## src/rtl/rom_fetch_unit_if.sv

```systemverilog
// Fetch-unit bus: ROM address/data, decode-side stall/redirect,
// and the registered instruction handed to decode.
interface rom_fetch_unit_if #(
    parameter int ADDR_W = 5
);
    logic [ADDR_W-1:0] rom_addr;
    logic [31:0]       rom_instr;
    logic              stall;
    logic              redirect_valid;
    logic [31:0]       redirect_pc;
    logic [31:0]       ir;
    logic [31:0]       ir_pc;
    logic              ir_valid;
    logic              fault;

    modport master (
        output rom_addr, ir, ir_pc, ir_valid, fault,
        input  rom_instr, stall, redirect_valid, redirect_pc
    );

    modport slave (
        input  rom_addr, ir, ir_pc, ir_valid, fault,
        output rom_instr, stall, redirect_valid, redirect_pc
    );
endinterface

```

## src/rtl/rom_fetch_unit.sv

```systemverilog
// Instruction fetch front end for a combinational test ROM:
// PC, instruction register, stall/redirect handling, sticky fault.
module rom_fetch_unit #(
    parameter int          ADDR_W   = 5,
    parameter logic [31:0] ROM_BASE = 32'h0000_0000,
    parameter logic [31:0] RESET_PC = 32'h0000_0000
) (
    input logic clk,
    input logic rst_n,
    rom_fetch_unit_if.master bus
);

    typedef enum logic [1:0] {
        S_RUN,
        S_STALL,
        S_FAULT
    } state_t;

    state_t      state;
    logic [31:0] pc, pc_d;
    logic [31:0] ir, ir_d;
    logic [31:0] ir_pc, ir_pc_d;
    logic        ir_valid, ir_valid_d;
    logic        fault, fault_d;
    logic        pend_valid, pend_valid_d;
    logic [31:0] pend_pc, pend_pc_d;
    logic [32:0] diff;
    logic        pc_bad;

    // Bit 32 is the borrow (pc below base); bits above the window
    // catch pc past the top; low bits catch misalignment.
    assign diff   = {1'b0, pc} - {1'b0, ROM_BASE};
    assign pc_bad = (|diff[32:ADDR_W+2]) | (|diff[1:0]);

    assign bus.rom_addr = pc_bad ? '0 : diff[ADDR_W+1:2];
    assign bus.ir       = ir;
    assign bus.ir_pc    = ir_pc;
    assign bus.ir_valid = ir_valid;
    assign bus.fault    = fault;

    always_comb begin
        state = S_RUN;
        if (fault)          state = S_FAULT;
        else if (bus.stall) state = S_STALL;
    end

    always_comb begin
        pc_d         = pc;
        ir_d         = ir;
        ir_pc_d      = ir_pc;
        ir_valid_d   = ir_valid;
        fault_d      = fault;
        pend_valid_d = pend_valid;
        pend_pc_d    = pend_pc;
        unique case (state)
            S_RUN: begin
                pend_valid_d = 1'b0;
                if (!pc_bad) begin
                    ir_d       = bus.rom_instr;
                    ir_pc_d    = pc;
                    ir_valid_d = 1'b1;
                    if (bus.redirect_valid) pc_d = bus.redirect_pc;
                    else if (pend_valid)    pc_d = pend_pc;
                    else                    pc_d = pc + 32'd4;
                end else begin
                    ir_d       = '0;
                    ir_valid_d = 1'b0;
                    fault_d    = 1'b1;
                    if (bus.redirect_valid) pc_d = bus.redirect_pc;
                end
            end
            S_STALL: begin
                if (bus.redirect_valid) begin
                    pend_valid_d = 1'b1;
                    pend_pc_d    = bus.redirect_pc;
                end
            end
            S_FAULT: begin
                ir_d       = '0;
                ir_valid_d = 1'b0;
                if (bus.redirect_valid) begin
                    pc_d         = bus.redirect_pc;
                    fault_d      = 1'b0;
                    pend_valid_d = 1'b0;
                end
            end
            default: ;
        endcase
    end

    always_ff @(posedge clk or negedge rst_n) begin
        if (!rst_n) begin
            pc         <= RESET_PC;
            ir         <= '0;
            ir_pc      <= '0;
            ir_valid   <= 1'b0;
            fault      <= 1'b0;
            pend_valid <= 1'b0;
            pend_pc    <= '0;
        end else begin
            pc         <= pc_d;
            ir         <= ir_d;
            ir_pc      <= ir_pc_d;
            ir_valid   <= ir_valid_d;
            fault      <= fault_d;
            pend_valid <= pend_valid_d;
            pend_pc    <= pend_pc_d;
        end
    end

endmodule

```

## src/flat_wrapper.sv

```systemverilog
// flat-port wrapper written by rule: the top's interface ports become plain ports
module rom_fetch_unit_flat 
#(
    parameter int          ADDR_W   = 5,
    parameter logic [31:0] ROM_BASE = 32'h0000_0000,
    parameter logic [31:0] RESET_PC = 32'h0000_0000
)
  (clk, rst_n, bus_rom_addr, bus_ir, bus_ir_pc, bus_ir_valid, bus_fault, bus_rom_instr, bus_stall, bus_redirect_valid, bus_redirect_pc);
  rom_fetch_unit_if #(.ADDR_W(ADDR_W)) bus_i ();
  input logic clk;
  input logic rst_n;
  output wire logic [$bits(bus_i.rom_addr)-1:0] bus_rom_addr;
  output wire logic [$bits(bus_i.ir)-1:0] bus_ir;
  output wire logic [$bits(bus_i.ir_pc)-1:0] bus_ir_pc;
  output wire logic [$bits(bus_i.ir_valid)-1:0] bus_ir_valid;
  output wire logic [$bits(bus_i.fault)-1:0] bus_fault;
  input wire logic [$bits(bus_i.rom_instr)-1:0] bus_rom_instr;
  input wire logic [$bits(bus_i.stall)-1:0] bus_stall;
  input wire logic [$bits(bus_i.redirect_valid)-1:0] bus_redirect_valid;
  input wire logic [$bits(bus_i.redirect_pc)-1:0] bus_redirect_pc;
  assign bus_rom_addr = bus_i.rom_addr;
  assign bus_ir = bus_i.ir;
  assign bus_ir_pc = bus_i.ir_pc;
  assign bus_ir_valid = bus_i.ir_valid;
  assign bus_fault = bus_i.fault;
  assign bus_i.rom_instr = bus_rom_instr;
  assign bus_i.stall = bus_stall;
  assign bus_i.redirect_valid = bus_redirect_valid;
  assign bus_i.redirect_pc = bus_redirect_pc;
  rom_fetch_unit #(.ADDR_W(ADDR_W), .ROM_BASE(ROM_BASE), .RESET_PC(RESET_PC)) u_core (.clk(clk), .rst_n(rst_n), .bus(bus_i));
endmodule
```

## config.mk

```make
export PLATFORM = sky130hd
export DESIGN_NAME = rom_fetch_unit_flat
export DESIGN_NICKNAME = d
export VERILOG_FILES = /design/src/rtl/rom_fetch_unit_if.sv /design/src/rtl/rom_fetch_unit.sv /design/src/flat_wrapper.sv
export SDC_FILE = /design/constraint.sdc
export NUM_CORES = 1
export LEC_CHECK = 0
export CORE_MARGIN = 2
export CORE_UTILIZATION = 48
export DETAILED_ROUTE_END_ITERATION = 8
export PLACE_DENSITY = 0.82
export SETUP_SLACK_MARGIN = 0.2
export SYNTH_ARGS = -nofsm -noshare
export SYNTH_HDL_FRONTEND = slang
export SYNTH_SLANG_ARGS = --single-unit
```

## constraint.sdc

```tcl
create_clock -name clk -period 4.5 [get_ports clk]
set_clock_uncertainty 0.2 [all_clocks]
set_input_delay 0.675 -clock clk [delete_from_list [all_inputs] [get_ports clk]]
set_output_delay 0.675 -clock clk [all_outputs]
set_load 0.01 [all_outputs]
```

==> flow_metrics.tcl, run 1 <==
set metrics [dict create \
    p_leak_nw 3.42 \
    drt_iter0_drc 477 \
    synthAdderAreaFrac 0.00214 \
    cts_max_level 4 \
    clkLatencyLatePin_ns 0.41 \
    hold_path_class "input pin to async pin" \
    fin_cells 804 \
    synth_edf_count 0 \
    drc 0 \
    min_period_ns 3.81 \
    postLayoutCoreUtil 0.665 \
    cts_buffers 17 \
    post-route-period-util 0.846 \
    synth-simple-area-share 0.148 \
    endpoint_kind "output pin" \
    synth_area_per_cell_sq_um 11.4 \
    hold_viol 0 \
    num_rows 40 \
    setup_viol 0 \
    totalWireLength_mm 16.0 \
    gp_congestion 0.936 \
    seq_power_share 0.439 \
    cp-start-kind "flip-flop" \
    worst-path-max-fanout 10 \
    clockPowerShare 0.427 \
    peakVddDrop_uv 244 \
    p_sw_mw 0.868 \
    syn2layout_area_growth_pct 36.1 \
    antenna_found_initial 0 \
    cts_tree "done" \
    rsz0062_at_grt "false" \
    cts_setup_buffers 0 \
    outcome "completed" \
    worst_slew_pin_slew_ns 0.872 \
    slew_violations 0 \
    via_per_inst 5.95 \
    io_pins 139 \
    post_drt_wl_per_cell_um 19.9 \
    yosys.area_share.xor_xnor 0.0105 \
    grt_first_pass_wirelength_mm 25.6 \
    ys_types 52 \
    critPathTopFamily "simple AND/OR/NAND/NOR gates" \
    dieWidth_um 114 \
    synth-compound-area-share 0.146 \
    clk_path_buf_depth 2 \
    antennaDiodeCount 0 \
    die_area_sq_um 13100 \
    grt-ovfl-total 0 \
    syn-num-nets 581 \
    dp_cells 773 \
    critical_path.max_stage_delay_ns 0.57 \
    antenna_left 0 \
    cts_num_sinks 131 \
    core_area_sq_um 12000 \
    slowest_stage "nor2_1" \
    async_flop_share 1.00 \
    clock.fmax_mhz 263 \
    cts-root-buf "clkbuf_16" \
    hpwl_mm 10.9 \
    design_area_sq_um 7960 \
    io_buffers 138 \
    syn_inst 512 \
    internal_power_mw 2.43 \
    tns_ns 0 \
    ys_seq_elements 131 \
    cts_resized 0 \
    synth_top_family_by_area "simple AND/OR/NAND/NOR gates" \
    dieHeight_um 114 \
    slew_headroom 0.418 \
    start_util 0.489 \
    cp_cell_sequence "nor4_1, nand4_2, nor2_1, and2_1, clkdlybuf4s50_1" \
    ctsHoldBuffers 0 \
    clkTransAtPathRegs_ns 0.06 \
    required_ns 3.62 \
    p_sw_frac 0.264 \
    crit_arrival_ns 2.93 \
    firstDrtPassIters 5 \
    pwr-share-comb 0.134 \
    ys.flop_type "dfrtp_1" \
    netlist_area_sq_um 5850 \
    powerDensity_nw_per_um2 414 \
    layout-drive-gt1-share 0.134 \
    grt_pass1_vias 4950 \
    crit_buf_inv 1 \
    muxShareOfSynthArea 0.105 \
    dpl-instance-area_sq_um 7350 \
    vias 4787 \
    grt_usage 0.254 \
    grt_start_max_net_pins 71 \
    ys_seq_area_frac 0.561 \
    nets 714 \
    worstSetupPathType "flip-flop to output pin" \
    cap_viol_max_count 0 \
    yosysWarnings 0 \
]
-- flip-flops by register name, indices dropped and copies added, names as in the netlist --
signal	count
u_core.bus.fault	1
u_core.bus.ir	32
u_core.bus.ir_pc	32
u_core.bus.ir_valid	1
u_core.pc	32
u_core.pend_pc	32
u_core.pend_valid	1
-- cell usage after synthesis, types with 9 or more instances --
cell type    n  area, sq um
a21oi_1     14         70.1
a22o_1      32          280
clkbuf_1    23         86.3
dfrtp_1    131         3280
mux2_2      36          405
mux2i_1     20          200
nand2_1     27          101
nand3_1     14         70.1
nand4_1     13         81.3
nor2_1      31          116
nor2b_1     28          175
nor3_1      10         50.1
nor4_1      10         62.6
o21ai_0     18         90.1
o31ai_1      9         67.6
-- cell families after synthesis --
kind of cell	after synthesis
simple gates	159
flops	131
compound gates	117
mux	57
buf+inv	40
xor+xnor	7
fa+ha+maj	1
-- per-stage QoR --
step           power, mW  hold WS [ns]  setup slack [ns]
6_report            3.29         0.182             0.691
5_1_grt             3.42         0.256             0.576
4_1_cts             3.31         0.205             0.709
3_5_place_dp        1.89         0.270              1.19
3_3_place_gp        1.86         0.267              1.28
2_1_floorplan       1.70         0.179              2.04
-- layer usage --
metal,vias to the layer above,part of all wire,GRT usage
met5,-,0,0
met4,0,0.015,0.0797
met3,31,0.10,0.0990
met2,261,0.46,0.396
met1,2347,0.42,0.330
li1,2148,-,-
-- power by group through the flow --
| stage | registers, mW | logic [mW] | clock network [mW] |
|---|---|---|---|
| 3_3_place_gp | 1.45 | 0.416 | 0 |
| 2_1_floorplan | 1.40 | 0.297 | 0 |
| 5_1_grt | 1.46 | 0.484 | 1.48 |
| 6_report | 1.45 | 0.442 | 1.41 |
| 3_5_place_dp | 1.46 | 0.436 | 0 |
| 4_1_cts | 1.44 | 0.440 | 1.43 |
-- layout make-up --
type | count | area [sq um]
fill | 902 | 4000
sequential | 131 | 3280
tap | 147 | 184
multi-input combinational | 341 | 2410
clock inverter | 11 | 153
clock buffer | 20 | 457
inverter | 6 | 22.5
timing repair buffer | 148 | 1450
-- cells in the final DEF, fill, tap and decap left out, types with 4 or more instances in the layout --
master             n
a21oi_1           14
a22o_1            32
a311oi_1           4
and2_1             4
and3_1             6
buf_4             11
clkbuf_16         17
clkdlybuf4s50_1  137
dfrtp_1          131
inv_1              4
mux2_2            36
mux2i_1           20
nand2_1           27
nand2b_1           6
nand3_1           14
nand4_1           13
nor2_1            30
nor2b_1           27
nor3_1            10
nor4_1            10
o211ai_1           6
o21ai_0           18
o22ai_1            6
o31ai_1            9
xor2_1             5
-- final timing paths --
path,start,to,slack (ns),depth (start not counted)
min reg2reg,u_core.bus.ir_pc[3],u_core.bus.ir_pc[3],0.29,1
min,rst_n,u_core.pc[24],0.18,1
max reg2reg,u_core.pc[21],u_core.bus.ir[4],1.49,5
max,u_core.pc[21],bus_rom_addr[2],0.69,5
min in group clk,u_core.bus.ir_pc[3],u_core.bus.ir_pc[3],0.29,1
max in group asynchronous,rst_n,u_core.bus.ir_pc[5],2.91,2
-- worst register-to-register path: cells and delay by family (launching register included) --
kind            cells  cell delay (ns)
buf+inv             1             0.60
flops               1             0.44
simple gates        3             1.46
compound gates      1             0.26
(Power assumes the default switching activity.)
==> run 2: changes to the inputs <==
Settings changed: CORE_UTILIZATION 48 to 45, PLACE_DENSITY 0.82 to 0.8.
Clock period 4.5 ns to 3.11 ns, I/O delays scaled along.
==> flow_metrics.tcl, run 2 (synthesis gave the netlist of run 1 again) <==
set metrics [dict create \
    rsz0062_at_grt "false" \
    p_total_mw 4.97 \
    p_sw_frac 0.256 \
    slew_violations 0 \
    tns_ns 0 \
    die_area_sq_um 13900 \
    crit_arrival_ns 2.11 \
    clockPowerShare 0.443 \
    hpwl_mm 11.1 \
    drt_iter0_drc 312 \
    cts_tree "done" \
    cp_cell_sequence "nor4_2, nand4_2, buf_4, nor3_1, dlygate4sd2_1" \
    seq_power_share 0.422 \
    hold_path_class "flip-flop to flip-flop" \
    cts-root-buf "clkbuf_16" \
    clock.fmax_mhz 360 \
    gp_congestion 0.959 \
    p_leak_nw 3.59 \
    cts_num_sinks 131 \
    totalWireLength_mm 16.5 \
    hold_viol 0 \
    num_rows 41 \
    io_buffers 138 \
    p_sw_mw 1.27 \
    internal_power_mw 3.70 \
    antenna_found_initial 0 \
    clkLatencyLatePin_ns 0.42 \
    antennaDiodeCount 0 \
    setup_viol 0 \
    post_drt_wl_per_cell_um 19.5 \
    vias 4952 \
    core_area_sq_um 12700 \
    final_common_cell "clkdlybuf4s50_1" \
    grt_first_pass_wirelength_mm 26.9 \
    antenna_left 0 \
    start_util 0.461 \
    worstSetupPathType "flip-flop to output pin" \
    critical_path.max_stage_delay_ns 0.44 \
    peakVddDrop_uv 307 \
    whs_ns 0.290 \
    drc 0 \
    required_ns 2.44 \
    slew_headroom 0.600 \
    cp-start-kind "flip-flop" \
    layout-drive-gt1-share 0.172 \
    cts_max_level 4 \
    pwr-share-comb 0.135 \
    post-route-period-util 0.892 \
    nets 732 \
    cap_viol_max_count 0 \
    worst_slew_pin_slew_ns 0.594 \
    final_cell_mix "132 x clkdlybuf4s50_1, 127 x dfrtp_1, 36 x mux2_2" \
    endpoint_kind "output pin" \
    cts_buffers 17 \
    fill_cells 936 \
    io_pins 139 \
    dieWidth_um 118 \
    syn2layout_area_growth_pct 41.0 \
    slowest_stage "dfrtp_1" \
    outcome "completed" \
    worst-path-max-fanout 5 \
    grt_usage 0.245 \
    clkTransAtPathRegs_ns 0.05 \
    via_per_inst 5.85 \
    powerDensity_nw_per_um2 603 \
    grt_start_max_net_pins 63 \
    min_period_ns 2.77 \
    clk_path_buf_depth 2 \
    firstDrtPassIters 5 \
    dieHeight_um 118 \
    grt_pass1_vias 5085 \
    grt-ovfl-total 0 \
]
run 2: repair_timing:
item	CTS	global route
hold endpoints to repair	30	0
setup endpoints to repair	5	2
hold buffers	1	0
pin swaps	4	1
gates resized for setup	14	4
buffers inserted	7	0
run 2: area by class of cell:
type | instances | area [sq um] | area share
flip-flops and latches | 131 | 3280 | 0.398
multi-input cells | 341 | 2460 | 0.299
repair buffers | 166 | 1610 | 0.195
clock buffers | 24 | 512 | 0.0621
well taps | 172 | 215 | 0.0261
clock inverters | 7 | 144 | 0.0175
inverters | 6 | 22.5 | 0.00273
run 2: metal layers:
metal | global-route usage | wire length, um | vias to the layer above
met4 | 0.112 | 465 | 0
li1 | - | - | 2187
met1 | 0.297 | 6630 | 2429
met2 | 0.378 | 7680 | 281
met5 | 0 | 0 | -
met3 | 0.106 | 1770 | 55
run 2: stage by stage:
stage | utilization | instance area, sq um | setup WS [ns] | std cells
global placement | 0.590 | 7470 | 0.341 | 808
finish | 0.651 | 8240 | 0.335 | 847
floorplan | - | 5850 | 0.856 | 512
detailed placement | 0.590 | 7470 | 0.290 | 808
global route | 0.651 | 8240 | 0.224 | 847
CTS | 0.650 | 8230 | 0.177 | 847
run 2: worst paths after layout:
path                            cells after the start                 start  slack, ns              endpoint
worst min-delay path                                1  u_core.bus.ir_pc[23]       0.29  u_core.bus.ir_pc[23]
worst max-delay path                                5         u_core.pc[14]       0.34       bus_rom_addr[0]
max in group asynchronous                           3                 rst_n       1.52     u_core.bus.ir[25]
min in group asynchronous                           2                 rst_n       0.34    u_core.pend_pc[23]
worst max register to register                      8         u_core.pc[14]       0.44     u_core.bus.ir[15]
worst min register to register                      1  u_core.bus.ir_pc[23]       0.29  u_core.bus.ir_pc[23]
run 2: critical path, delay by kind of cell (launching register included):
family	cells	cell delay [ns]
buf+inv	2	0.52
flops	1	0.44
simple gates	3	0.73
run 2: power by group through the flow:
stage / Clock, mW / Combinational [mW] / Sequential [mW]
after detailed placement: 0 / 0.641 / 2.11
final: 2.20 / 0.672 / 2.10
after global placement: 0 / 0.619 / 2.09
after CTS: 2.22 / 0.667 / 2.09
after floorplan: 0 / 0.430 / 2.03
after global routing: 2.30 / 0.736 / 2.12
==> run 3: changes to the inputs <==
Settings changed: HOLD_SLACK_MARGIN from default to 0.15.
Clock period 3.11 ns to 2.35 ns, I/O delays scaled along.
==> flow_metrics.tcl, run 3 (synthesis gave the netlist of run 1 again) <==
set metrics [dict create \
    timing.final.ws_setup_ns -0.140 \
    hpwl_mm 11.7 \
    antenna_left 0 \
    pre_cts_slack_ns -0.198 \
    endpoint_kind "output pin" \
    internal_power_mw 4.83 \
    hold_depth 1 \
    core_area_sq_um 12700 \
    firstDrtPassIters 5 \
    fin_cells 920 \
    wl_met1_mm 8.07 \
    post_drt_wl_per_cell_um 22.8 \
    io_pins 139 \
    pwr-share-comb 0.192 \
    dr_wl_met2_mm 10.4 \
    fill_cells 763 \
    hold_end "u_core.bus.ir_valid" \
    hold_path_class "flip-flop to flip-flop" \
    worstSetupPathType "flip-flop to output pin" \
    min_from "u_core.bus.ir_valid" \
    powerDensity_nw_per_um2 706 \
    violations "negative setup slack" \
    rr_endpoint "u_core.bus.ir_pc[9]" \
    p_sw_mw 1.96 \
    grt-ovfl-total 0 \
    clkLatencyLatePin_ns 0.42 \
    cts_tree "done" \
    gp_congestion 0.918 \
    grt_pass1_vias 5421 \
    cts_num_sinks 131 \
    dp_cells 851 \
    grt_start_max_net_pins 76 \
    antenna_found_initial 0 \
    dieWidth_um 118 \
    min_period_ns 2.49 \
    wl_met3_mm 1.81 \
    drt_iter0_drc 527 \
    nets 804 \
    grt_first_pass_wirelength_mm 30.5 \
    num_rows 41 \
    post-route-period-util 1.06 \
    totalWireLength_mm 20.9 \
    cap_viol_max_count 0 \
    hold_viol 0 \
    cts_buffers 17 \
    clockPowerShare 0.408 \
    crit_arrival_ns 1.94 \
    dpl-instance-area_sq_um 7870 \
    slew_headroom 0.575 \
    setup_viol 56 \
    antennaDiodeCount 0 \
    r2r_cells 10 \
    start_util 0.461 \
    postLayoutCoreUtil 0.759 \
    tns_ns -3.07 \
    seq_power_share 0.400 \
    cts_max_level 4 \
    cts-root-buf "clkbuf_16" \
    vias 5387 \
    final_cell_mix "131 x clkdlybuf4s50_1, 131 x dfrtp_1, 62 x buf_4" \
    drc 0 \
    layout-drive-gt1-share 0.333 \
    die_area_sq_um 13900 \
    clk_path_buf_depth 2 \
    clock.fmax_mhz 402 \
    p_leak_nw 4.09 \
    clkTransAtPathRegs_ns 0.06 \
    via_per_inst 5.86 \
    dieHeight_um 118 \
    slew_violations 0 \
    syn2layout_area_growth_pct 64.4 \
    rsz0062_at_grt "true" \
    grt_usage 0.283 \
    p_sw_frac 0.289 \
    design_area_sq_um 9610 \
    r2r_start "u_core.pc[26]" \
    io_buffers 138 \
    dr.max_layer_used "met4" \
    cp-start-kind "flip-flop" \
    reg2reg_slack_ns -0.10 \
    required_ns 1.80 \
    outcome "complete, but fails checks" \
    peakVddDrop_uv 639 \
    worst_slew_pin_slew_ns 0.638 \
    worst-path-max-fanout 6 \
]
## run 3: cell types whose count changed in the layout (fill, tap and decap cells not counted), moves of 10 or more
cell     before  now
nor2b_4       0   18
buf_12        1   11
buf_4        27   62
buf_6         0   19
nor2b_1      27    9
## run 3: worst max-delay path, stage by stage (launching register included)
cell	delay, ns
dfrtp_1	0.41
nor4_4	0.38
nand3_2	0.18
buf_6	0.18
nor3_2	0.19
buf_4	0.17
## run 3: power by group through the flow
stage | registers (mW) | logic (mW) | clock network, mW
after floorplan | 2.69 | 0.575 | 0
after global placement | 2.70 | 1.09 | 0
after detailed placement | 2.71 | 1.11 | 0
after CTS | 2.69 | 1.21 | 2.77
after global routing | 2.74 | 1.40 | 2.90
final | 2.72 | 1.31 | 2.77
## run 3: how the worst max path moves through the flow
stage | slack (ns) | start | cells after the start | to
global route | -0.16 | u_core.pc[26] | 6 | bus_rom_addr[2]
finish | -0.14 | u_core.pc[26] | 5 | bus_rom_addr[0]
detailed placement | -0.20 | u_core.pc[26] | 5 | bus_rom_addr[3]
floorplan | 0.22 | u_core.pc[23] | 7 | u_core.pc[6]
CTS | -0.06 | u_core.pc[20] | 7 | bus_rom_addr[2]
global placement | -0.13 | u_core.pc[26] | 5 | bus_rom_addr[1]
## run 3: timing repair
action,in CTS,in global routing
cloned,8,3
pin swaps,59,46
gates resized for setup,102,59
endpoints found under the setup margin,94,101
setup buffers,12,12
endpoints found under the hold margin,131,0
hold buffers,2,0
## run 3: routing by layer
layer,track usage,vias up
met5,0,-
met4,0.104,0
met3,0.0804,63
met2,0.462,321
met1,0.358,2662
li1,-,2341
## run 3: metrics by stage
stage | hold slack, ns | power [mW]
final | 0.279 | 6.79
after global routing | 0.304 | 7.03
after CTS | 0.284 | 6.67
after detailed placement | 0.0183 | 3.82
after global placement | 0.0178 | 3.78
after floorplan | -0.143 | 3.26
## run 3: layout make-up
type | count | area (sq um) | area share
Sequential cell | 131 | 3280 | 0.341
Multi-Input combinational cell | 341 | 2940 | 0.306
Timing Repair Buffer | 238 | 2540 | 0.265
Clock buffer | 18 | 439 | 0.0457
Tap cell | 172 | 215 | 0.0224
Clock inverter | 14 | 175 | 0.0182
Inverter | 6 | 22.5 | 0.00234
